<file path="src/rtl/if_fetch_pkg.sv">
// Shared widths, reset constants, decode payload type and PC helpers for the fetch stage.
package if_fetch_pkg;

  localparam int unsigned REG_BUS  = 64;
  localparam int unsigned INST_BUS = 32;

  localparam logic [REG_BUS-1:0]  RESET_PC_DEFAULT = 64'h0000_0000_8000_0000;
  localparam logic [INST_BUS-1:0] NOP_INST_DEFAULT = 32'h0000_0013;

  // Payload held for decode while an instruction is presented
  typedef struct packed {
    logic [REG_BUS-1:0]  pc;
    logic [INST_BUS-1:0] inst;
    logic                misalign;
  } fetch_out_t;

  // Sequential successor, wraps modulo 2^64
  function automatic logic [REG_BUS-1:0] pc_plus4(input logic [REG_BUS-1:0] pc);
    return pc + REG_BUS'(4);
  endfunction

  // Instructions must be word aligned
  function automatic logic pc_misaligned(input logic [1:0] pc_lo);
    return pc_lo != 2'b00;
  endfunction

endpackage

</file>
<file path="src/rtl/if_fetch.sv">
// Instruction-fetch stage: owns the fetch PC, issues one imem read at a time
// and presents {pc, inst} to decode over a valid/ready handshake.
module if_fetch
  import if_fetch_pkg::*;
#(
  parameter logic [REG_BUS-1:0]  RESET_PC = RESET_PC_DEFAULT,
  parameter logic [INST_BUS-1:0] NOP_INST = NOP_INST_DEFAULT
) (
  input  logic                clock,
  input  logic                reset,
  input  logic                redirect_valid,
  input  logic [REG_BUS-1:0]  redirect_pc,
  output logic                imem_req_valid,
  input  logic                imem_req_ready,
  output logic [REG_BUS-1:0]  imem_req_addr,
  input  logic                imem_resp_valid,
  input  logic [INST_BUS-1:0] imem_resp_data,
  output logic                if_valid,
  input  logic                if_ready,
  output logic [REG_BUS-1:0]  if_pc,
  output logic [INST_BUS-1:0] if_inst,
  output logic                if_misalign
);

  localparam logic [1:0] S_REQ  = 2'd0;
  localparam logic [1:0] S_WAIT = 2'd1;
  localparam logic [1:0] S_DROP = 2'd2;
  localparam logic [1:0] S_OUT  = 2'd3;

  logic [1:0]         state_q, state_d;
  logic [REG_BUS-1:0] pc_q, pc_d;
  fetch_out_t         out_q, out_d;
  logic               req_c;
  logic               req_fire_c;

  // Request is only legal from S_REQ with an aligned PC
  assign req_c      = (state_q == S_REQ) && !pc_misaligned(pc_q[1:0]);
  assign req_fire_c = req_c && imem_req_ready;

  // State, PC and presented-payload registers
  always_ff @(posedge clock or negedge reset) begin
    if (!reset) begin
      state_q        <= S_REQ;
      pc_q           <= RESET_PC;
      out_q.pc       <= RESET_PC;
      out_q.inst     <= NOP_INST;
      out_q.misalign <= 1'b0;
    end else begin
      state_q <= state_d;
      pc_q    <= pc_d;
      out_q   <= out_d;
    end
  end

  // Next state; redirect wins in every state and retires any in-flight read as stale
  always_comb begin
    state_d = state_q;
    pc_d    = pc_q;
    out_d   = out_q;
    case (state_q)
      S_REQ: begin
        if (redirect_valid) begin
          pc_d    = redirect_pc;
          state_d = req_fire_c ? S_DROP : S_REQ;
        end else if (pc_misaligned(pc_q[1:0])) begin
          out_d.pc       = pc_q;
          out_d.inst     = NOP_INST;
          out_d.misalign = 1'b1;
          state_d        = S_OUT;
        end else if (req_fire_c) begin
          state_d = S_WAIT;
        end
      end
      S_WAIT: begin
        if (redirect_valid) begin
          pc_d    = redirect_pc;
          state_d = imem_resp_valid ? S_REQ : S_DROP;
        end else if (imem_resp_valid) begin
          out_d.pc       = pc_q;
          out_d.inst     = imem_resp_data;
          out_d.misalign = 1'b0;
          state_d        = S_OUT;
        end
      end
      S_DROP: begin
        // A redirect here only retargets; the stale response still retires the drop
        if (redirect_valid) begin
          pc_d = redirect_pc;
        end
        if (imem_resp_valid) begin
          state_d = S_REQ;
        end
      end
      S_OUT: begin
        if (redirect_valid) begin
          pc_d    = redirect_pc;
          state_d = S_REQ;
        end else if (if_ready) begin
          pc_d    = pc_plus4(pc_q);
          state_d = S_REQ;
        end
      end
      default: state_d = S_REQ;
    endcase
  end

  // Outputs decode registered state only; nothing from if_ready/redirect reaches if_valid
  always_comb begin
    imem_req_valid = reset && req_c;
    imem_req_addr  = pc_q;
    if_valid       = (state_q == S_OUT);
    if_pc          = out_q.pc;
    if_inst        = NOP_INST;
    if_misalign    = 1'b0;
    if (state_q == S_OUT) begin
      if_inst     = out_q.inst;
      if_misalign = out_q.misalign;
    end
  end

  // A response is only expected while a read is outstanding
  resp_in_window: assert property (@(posedge clock) disable iff (!reset)
    imem_resp_valid |-> (state_q == S_WAIT || state_q == S_DROP));

endmodule

</file>
<file path="config.mk">
export PLATFORM = sky130hd
export DESIGN_NAME = if_fetch
export DESIGN_NICKNAME = d
export VERILOG_FILES = /design/src/rtl/if_fetch_pkg.sv /design/src/rtl/if_fetch.sv
export SDC_FILE = /design/constraint.sdc
export NUM_CORES = 1
export LEC_CHECK = 0
export CAP_MARGIN = 0
export CORE_MARGIN = 5
export CORE_UTILIZATION = 52
export DETAILED_ROUTE_END_ITERATION = 10
export GPL_ROUTABILITY_DRIVEN = 0
export GPL_TIMING_DRIVEN = 0
export PLACE_DENSITY = 0.87
export SLEW_MARGIN = 20
export SYNTH_ARGS = -nofsm -noshare
export SYNTH_HDL_FRONTEND = slang
export SYNTH_SLANG_ARGS = --single-unit
export TNS_END_PERCENT = 10
</file>
<file path="constraint.sdc">
create_clock -name clock -period 3.8 [get_ports clock]
set_clock_uncertainty 0.05 [all_clocks]
set_input_delay 0.38 -clock clock [delete_from_list [all_inputs] [get_ports clock]]
set_output_delay 0.38 -clock clock [all_outputs]
set_load 0.01 [all_outputs]
</file>
## Word level (Yosys, flattened, before mapping)

Index checks and enable logic that the tools add are counted.

- Output and inout bits: 163
- Flip-flop bits (word level): 163
- Logic and storage cells: 51

- Muxes and demuxes: 22
- Equality and inequality tests: 12
- Add/subtract/negate cells: 1
- Reduce and logical (&&, ||, !) cells: 11

Operators with widths:

| operator | count |
|---|---|
| 2-to-1 mux 97 bit | 4 |
| one-hot mux 97 bit (2 select lines) | 1 |
| 2-to-1 mux 64 bit | 3 |
| one-hot mux 64 bit (2 select lines) | 1 |
| adder 64 x 3 -> 64 bit, second input constant | 1 |
| 2-to-1 mux 32 bit | 1 |
| 2-to-1 mux 2 bit | 10 |
| != test 2 bit, second input constant | 4 |
| one-hot mux 2 bit (4 select lines) | 1 |
| AND reduction 5 bit | 1 |
| == test 2 bit, second input constant | 2 |
| != test 2 x 1 -> 1 bit, second input constant | 2 |
| != test 4 x 3 -> 1 bit, second input constant | 1 |
| AND reduction 4 bit | 1 |
| nonzero test 2 bit | 2 |
| logical AND 1 bit | 3 |
| != test 3 x 2 -> 1 bit, second input constant | 1 |
| != test 3 bit, second input constant | 1 |
| OR reduction 3 bit | 1 |
| == test 2 x 1 -> 1 bit, second input constant | 1 |
| logical NOT 2 bit | 1 |
| AND reduction 2 bit | 1 |
| logical NOT 1 bit | 1 |
| 2-to-1 mux 1 bit | 1 |

## Longest topological paths before layout

Gate-level depths: netlist of run 1.

- Word-level depth: 8
- Gate-level depth with buffers: 8

## Worst setup path before layout of run 1

OpenSTA, ideal clock, no wires.

- Path kind: register to register
- From: reg pc_q[2] (netlist: imem_req_addr[2])
- To: reg pc_q[46] (netlist: imem_req_addr[46])
- Library setup time: 69 ps
- Setup slack: 1276 ps
- Arrival: 2405 ps
- Stages on the path, launching flop included: 8
- Buffers on the path: 1
- Cell sequence: dfrtp_1 > ha_1 > inv_1 > or4_1 > or4_1 > buf_2 > or4_1 > nand3_1

- Cells in the longest elaborated chain, start to end: 4

RTL lines:

| item | line | source |
|---|---|---|
| from (decl) | if_fetch.sv:31 | `logic [REG_BUS-1:0] pc_q, pc_d;` |
| from (signal assigned) | if_fetch.sv:50 | `pc_q <= pc_d;` |
| adder 64 x 3 -> 64 bit | if_fetch_pkg.sv:19 | `return pc + REG_BUS'(4);` |
| 2-to-1 mux 64 bit | if_fetch.sv:98 | `end else if (if_ready) begin` |
| 2-to-1 mux 64 bit | if_fetch.sv:95 | `if (redirect_valid) begin` |
| one-hot mux 64 bit (2 select lines) | if_fetch.sv:60 | `case (state_q)` |

Every way passes these cells. The select of a mux whose other input is x is not followed.
A chain may end at the register's enable or synchronous reset.

## Final worst setup path of run 1

- From: in reset
- To: out imem_req_valid

- Cells in the longest elaborated chain, start to end: 1

RTL lines:

| item | line | source |
|---|---|---|
| from (decl) | if_fetch.sv:10 | `input logic reset,` |
| logical AND 1 bit | if_fetch.sv:109 | `imem_req_valid = reset && req_c;` |
| to (decl) | if_fetch.sv:13 | `output logic imem_req_valid,` |

Every way passes these cells.

==> results.yml, run 1 <==
drt:
  drtIter0Drc: 805
  wl_mm: 27.86
  vias: 8317
  drc_errors: 0
  dr.pass1.iters: 5
  wl_per_cell_um: 18.43
  ant_nets: 0
  via_per_inst: 5.501
setup_path:
  start_kind: "primary input"
  worst-setup-path-type: "primary input to primary output"
  cp.arrival_ns: 2.60
  worst_ep_required_time_ns: 3.37
  endpoint_kind: "primary output"
  reg2reg_setup_slack_ns: 0.90
  cp_max_fo: 99
sta:
  worst_slew_pin_slew_ns: 1.008
  slew_viol_final: 0
  fin_crit_ns: 3.030
  max-slew-margin-rel_pct: 32.17
  clock.fmax_mhz: 330.1
  finalSetupViolations: 0
  rsz0062_at_grt: "false"
  hold_viol: 0
  fin_ws_ns: 0.7702
  period_share_pct: 79.73
synth:
  ys_warn_count: 0
  ys.flop_type: "dfrtp_1"
  syn_area_um2: 8788
  synth_edf_count: 0
  async_reset_ff_share_pct: 100.0
  synth_nets: 1100
  syn_inst: 997
  avgSynthCellArea_um2: 8.815
  synth_seq_area_share_pct: 46.48
  ys_ff_latch: 163
  synth.distinct_cells: 49
cells_and_area:
  diodes: 0
  register_area_um2: 4085
  area_growth_pct: 40.56
  n_fill_cell: 1191
  layout.nets: 1384
  design_area_um2: 12350
  drive_gt1_share_pct: 14.01
  multi_input_area_um2: 3470
grt:
  track_usage_pct: 28.31
  grt_pass1_vias: 8485
  antenna_found_initial: 0
  grt_pass1_wl_mm: 44.67
  grt_max_degree: 100
  grt-ovfl-total: 0
placement:
  detailedPlace.worstSlack_ns: 0.5132
  hpwl_mm: 20.38
  place_area_um2: 11730
  io_buffers: 263
clock_tree:
  htree_levels: 4
  worstSkewPairLatency_ns: 0.43
  cts.sinks: 163
  cts_tree: "done"
  cts_buffers: 17
  post_cts_resized: 0
  post_cts_buffers: 0
  cts_root_buffer: "clkbuf_16"
  clk_pin_slew_worst_paths_ns: 0.06
  cts_buffer_depth: 2
die:
  dieWidth_um: 140.0
  start_util_pct: 53.00
  die_area_um2: 19600
  fp.coreArea_um2: 16580
  row_count: 47
  io_pins: 265
  die_h_um: 140.0
min_path:
  hold_path_class: "primary input to asynchronous set/reset pin"
run_status:
  outcome: "complete, no violations"
job:
  maxCapViolCount: 0
power_and_ir_drop:
  ir_drop_v: 0.0003745
  leakage_nw: 5.478
  power-per-cell-area_nw_per_um2: 590.0
==> logic make-up (layout without fill, tap and decap cells) <==
group | count (synthesis) | after routing | synth area share, %
xor gates and xnor gates | 30 | 30 | 2.990
muxes | 6 | 6 | 0.8684
and+or+nand+nor | 477 | 477 | 25.88
adders and majority gates | 1 | 1 | 0.1423
AOI/OAI and AO/OA | 125 | 125 | 9.596
buffers and inverters | 195 | 490 | 14.04
DFF | 163 | 163 | 46.48
==> cell usage in the layout, fill, tap and decap left out, types with 26 or more instances in the layout <==
cell	n
clkdlybuf4s50_1	262
nand2_1	244
dfrtp_1	158
buf_4	129
o21ai_0	51
clkbuf_1	51
nor2_1	42
and3_1	41
a22o_1	31
nand3_1	30
nand4_1	26
==> report_power, final <==
group          internal [mW]  switching, mW  total, mW
registers               2.28          0.389       2.67
clock network           1.12          0.699       1.82
logic                   1.65           1.15       2.79
==> layout make-up <==
cell class,count,area share (%)
flip-flops and latches,163,33.07
multi-input cells,639,28.09
repair buffers,265,21.66
plain buffers,184,9.653
clock buffers,20,3.697
well taps,220,2.228
clock inverters,10,1.276
inverters,11,0.3342
==> critical path: stages <==
cell and delay, ns:
dlygate4sd3_1 0.56, buf_8 0.41, buf_16 0.44, and2_1 0.20
clkdlybuf4s50_1 0.57
==> cell usage after synthesis (3+ instances only) <==
master	n	area (um^2)
nand2_1	244	915.9
dfrtp_1	158	3954
buf_4	129	968.4
o21ai_0	51	255.2
clkbuf_1	50	187.7
nor2_1	42	157.7
and3_1	41	256.5
a22o_1	31	271.5
nand3_1	30	150.1
nand4_1	26	162.7
nor4_1	19	118.9
a31oi_1	18	112.6
xnor2_1	18	157.7
or3_1	17	106.4
nor3_1	14	70.07
xor2_1	12	105.1
inv_1	11	41.29
and2_1	8	50.05
nand2b_1	8	50.05
or4_1	8	60.06
and4_1	6	52.55
dfstp_2	5	131.4
a221oi_1	4	35.03
or2_2	4	25.02
a211oi_1	3	22.52
a21oi_1	3	15.01
mux2_2	3	33.78
nor2b_1	3	18.77
o22a_1	3	26.28
==> timing repair <==
item | 4_1_cts | 5_1_grt
setup endpoints to repair | 0 | 0
hold buffers | 1 | 0
endpoints found under the hold margin | 63 | 0
==> state kept, by name, indices dropped and copies added (netlist names) <==
register	flops
out_q	33
if_pc	64
imem_req_addr	64
state_q	2
==> routing by layer <==
| metal | up-vias | part of all wire, % | GRT usage, % |
|---|---|---|---|
| met5 | - | 0 | 0 |
| met4 | 0 | 3.5 | 11.47 |
| met3 | 70 | 8.0 | 6.510 |
| met2 | 410 | 49 | 46.04 |
| met1 | 3977 | 40 | 36.79 |
| li1 | 3860 | - | - |
==> through the flow <==
stage	TNS (ns)	hold WS, ns	cells	utilization [%]	power [mW]
floorplan	0	0.03441	997	-	4.107
global placement	-717.55	0.3982	1480	70.53	5.386
detailed placement	0	0.3186	1481	70.73	5.482
CTS	0	0.4252	1512	74.49	7.317
global route	0	0.4416	1512	74.49	7.680
finish	0	0.4259	1512	74.49	7.288
==> worst paths after layout <==
kind                                          end        startpoint  cells past startpoint
worst max register to register  imem_req_addr[46]  imem_req_addr[2]                      7
worst max-delay path               imem_req_valid             reset                      5
worst min register to register          if_pc[52]         if_pc[52]                      2
max in group asynchronous                out_q[1]             reset                      3
worst min-delay path                    if_pc[13]             reset                      2
min in group clock                      if_pc[52]         if_pc[52]                      2
(Power assumes the default switching activity.)
==> inputs of run 2 (changes only) <==
CORE_UTILIZATION = 43   (was 52)
PLACE_DENSITY = 0.77   (was 0.87)
clock period = 2.7 ns   (was 3.8 ns; I/O delays follow)
==> run 2 against run 1 <==
Compared with the run above:
- total power up 37%
- count of clock-buffer cells in the layout is 1 higher
- the flow now finishes with violations (negative setup slack)
- worst setup slack lost 0.84 ns
- worst hold slack worse by 0.11 ns
- flip-flop and latch count stayed put
- routed wire length decreased by 1.0%
- register-to-register slack got worse by 0.97 ns
- first-iteration DRC count decreased by 16%
- die area grew 19%
- clock power rose by 30%
==> results.yml, run 2 (same netlist as run 1, synthesis figures left out) <==
run_status:
  outcome: "finished, violations left"
  violations: "negative setup slack"
power_and_ir_drop:
  power-per-cell-area_nw_per_um2: 806.6
  power_frac_seq_pct: 37.4
  intPower_mw: 6.882
  ir_drop_v: 0.0004033
  clkPwrFrac_pct: 23.6
  sw_frac_of_total_pct: 31.31
  leakage_nw: 5.486
  p_sw_mw: 3.137
  p_comb_share_pct: 39.0
drt:
  ant_nets: 0
  wl_per_cell_um: 17.61
  drc_errors: 0
  wl_mm: 27.57
  via_per_inst: 5.211
  drtIter0Drc: 676
  dr.pass1.iters: 5
  vias: 8160
sta:
  worst_slew_pin_slew_ns: 0.8015
  max-slew-margin-rel_pct: 46.57
  hold_viol: 0
  slew_viol_final: 0
  clock.fmax_mhz: 361.5
  fin_crit_ns: 2.766
  rsz0062_at_grt: "true"
  period_share_pct: 102.5
  fin_ws_ns: -0.06624
  finalSetupViolations: 10
grt:
  grt_pass1_vias: 7968
  grt_pass1_wl_mm: 43.58
  grt-ovfl-total: 0
  track_usage_pct: 23.13
  grt_max_degree: 90
  antenna_found_initial: 1
setup_path:
  worst_ep_required_time_ns: 2.99
  reg2reg_setup_slack_ns: -0.07
  cp_cell_sequence: "nand4_4 -> or4_4 -> buf_6 -> or4_4 -> buf_6 -> or3_1 -> a31oi_1"
  endpoint_kind: "flop"
  cp_max_fo: 10
  reg2reg_depth: 7
  worst-setup-path-type: "flop to flop"
  cp.arrival_ns: 3.06
  start_kind: "flop"
  crit_slowest_cell: "or4_4"
  slowest_delay_ns: 0.55
  rr_endpoint: "imem_req_addr[63]"
  r2r-start: "imem_req_addr[4]"
job:
  maxCapViolCount: 0
clock_tree:
  cts_root_buffer: "clkbuf_16"
  htree_levels: 4
  worstSkewPairLatency_ns: 0.43
  cts.sinks: 163
  cts_tree: "done"
  clk_pin_slew_worst_paths_ns: 0.07
  cts_buffers: 17
  cts_buffer_depth: 2
die:
  row_count: 52
  start_util_pct: 43.57
  die_area_um2: 23400
  dieWidth_um: 153.0
  fp.coreArea_um2: 20170
  die_h_um: 153.0
  io_pins: 265
cells_and_area:
  register_area_um2: 4090
  final_cell_mix: "clkdlybuf4s50_1 (262), nand2_1 (243), dfrtp_1 (154), buf_4 (130), o21ai_0 (51)"
  drive_gt1_share_pct: 15.60
  layout.nets: 1385
  area_growth_pct: 41.34
  multi_input_area_um2: 3492
  n_fill_cell: 1735
  fin_cells: 1566
  layout_commonest_cell: "clkdlybuf4s50_1"
min_path:
  whs_path_depth: 3
  hold_path_class: "primary input to flop"
  hold_path_end: "imem_req_addr[31]"
  min_from: "redirect_pc[31]"
placement:
  placed_cells: 1531
  detailedPlace.worstSlack_ns: -0.4627
  io_buffers: 263
  hpwl_mm: 20.74
run 2: what timing repair did:
item | in CTS | in global routing
hold buffers | 1 | 0
buffers inserted | 0 | 1
endpoints found under the hold margin | 71 | 0
endpoints found under the setup margin | 83 | 63
resized for setup | 12 | 11
pin swaps | 0 | 1
run 2: power groups by stage:
| stage | Sequential [mW] | Clock [mW] | Combinational (mW) |
|---|---|---|---|
| finish | 3.74 | 2.37 | 3.91 |
| global route | 3.85 | 2.50 | 4.26 |
| CTS | 3.74 | 2.40 | 3.96 |
| detailed placement | 3.77 | 0 | 3.94 |
| global placement | 3.75 | 0 | 3.86 |
| floorplan | 3.60 | 0 | 2.18 |
run 2: worst max-delay path by stage:
stage / end / startpoint / slack [ns]
after floorplan: imem_req_addr[46] / imem_req_addr[2] / 0.18
after global placement: if_pc[56] / reset / -5.61
after detailed placement: imem_req_addr[63] / if_ready / -0.46
after CTS: imem_req_addr[63] / imem_req_addr[4] / -0.04
after global routing: imem_req_addr[46] / imem_req_addr[37] / -0.20
final: imem_req_addr[63] / imem_req_addr[4] / -0.07
run 2: metrics by stage:
stage	util, %	total power [mW]	hold slack (ns)	TNS [ns]	cell area (um^2)
floorplan	-	5.780	-0.07559	0	8788
global placement	58.30	7.614	0.3997	-928.92	11760
detailed placement	58.46	7.703	0.2328	-24.55	11790
CTS	61.45	10.10	0.3129	-0.1119	12390
global route	61.59	10.61	0.3513	-1.493	12420
finish	61.59	10.02	0.3186	-0.2715	12420
run 2: area by class of cell:
class,instances,share of cell area (%)
Clock buffer,21,3.787
Inverter,11,0.3324
Multi-Input combinational cell,639,28.11
Antenna cell,1,0.02015
Clock inverter,11,0.8058
Sequential cell,163,32.93
Buffer,184,9.700
Timing Repair Buffer,266,21.60
Tap cell,270,2.720
run 2: worst max-delay path: cells and delay by family (launching register included):
kind,cells,cell delay (ns)
compound gates,1,0.19
buf+inv,2,0.33
flops,1,0.48
simple gates,4,1.64
run 2: routing by layer:
metal / part of all wire, % / routed length (um) / vias up / track usage, %
met4: 3.2 / 878 / 0 / 7.891
met3: 7.3 / 2023 / 60 / 5.061
met1: 42 / 11600 / 3907 / 30.56
li1: - / - / 3874 / -
met5: 0 / 0 / - / 0
met2: 47 / 13070 / 319 / 37.87
==> inputs of run 3 (changes only) <==
CAP_MARGIN = 25   (was 0)
==> results of run 3 <==
No change in the layout: final DEF, timing and power equal those of run 2.
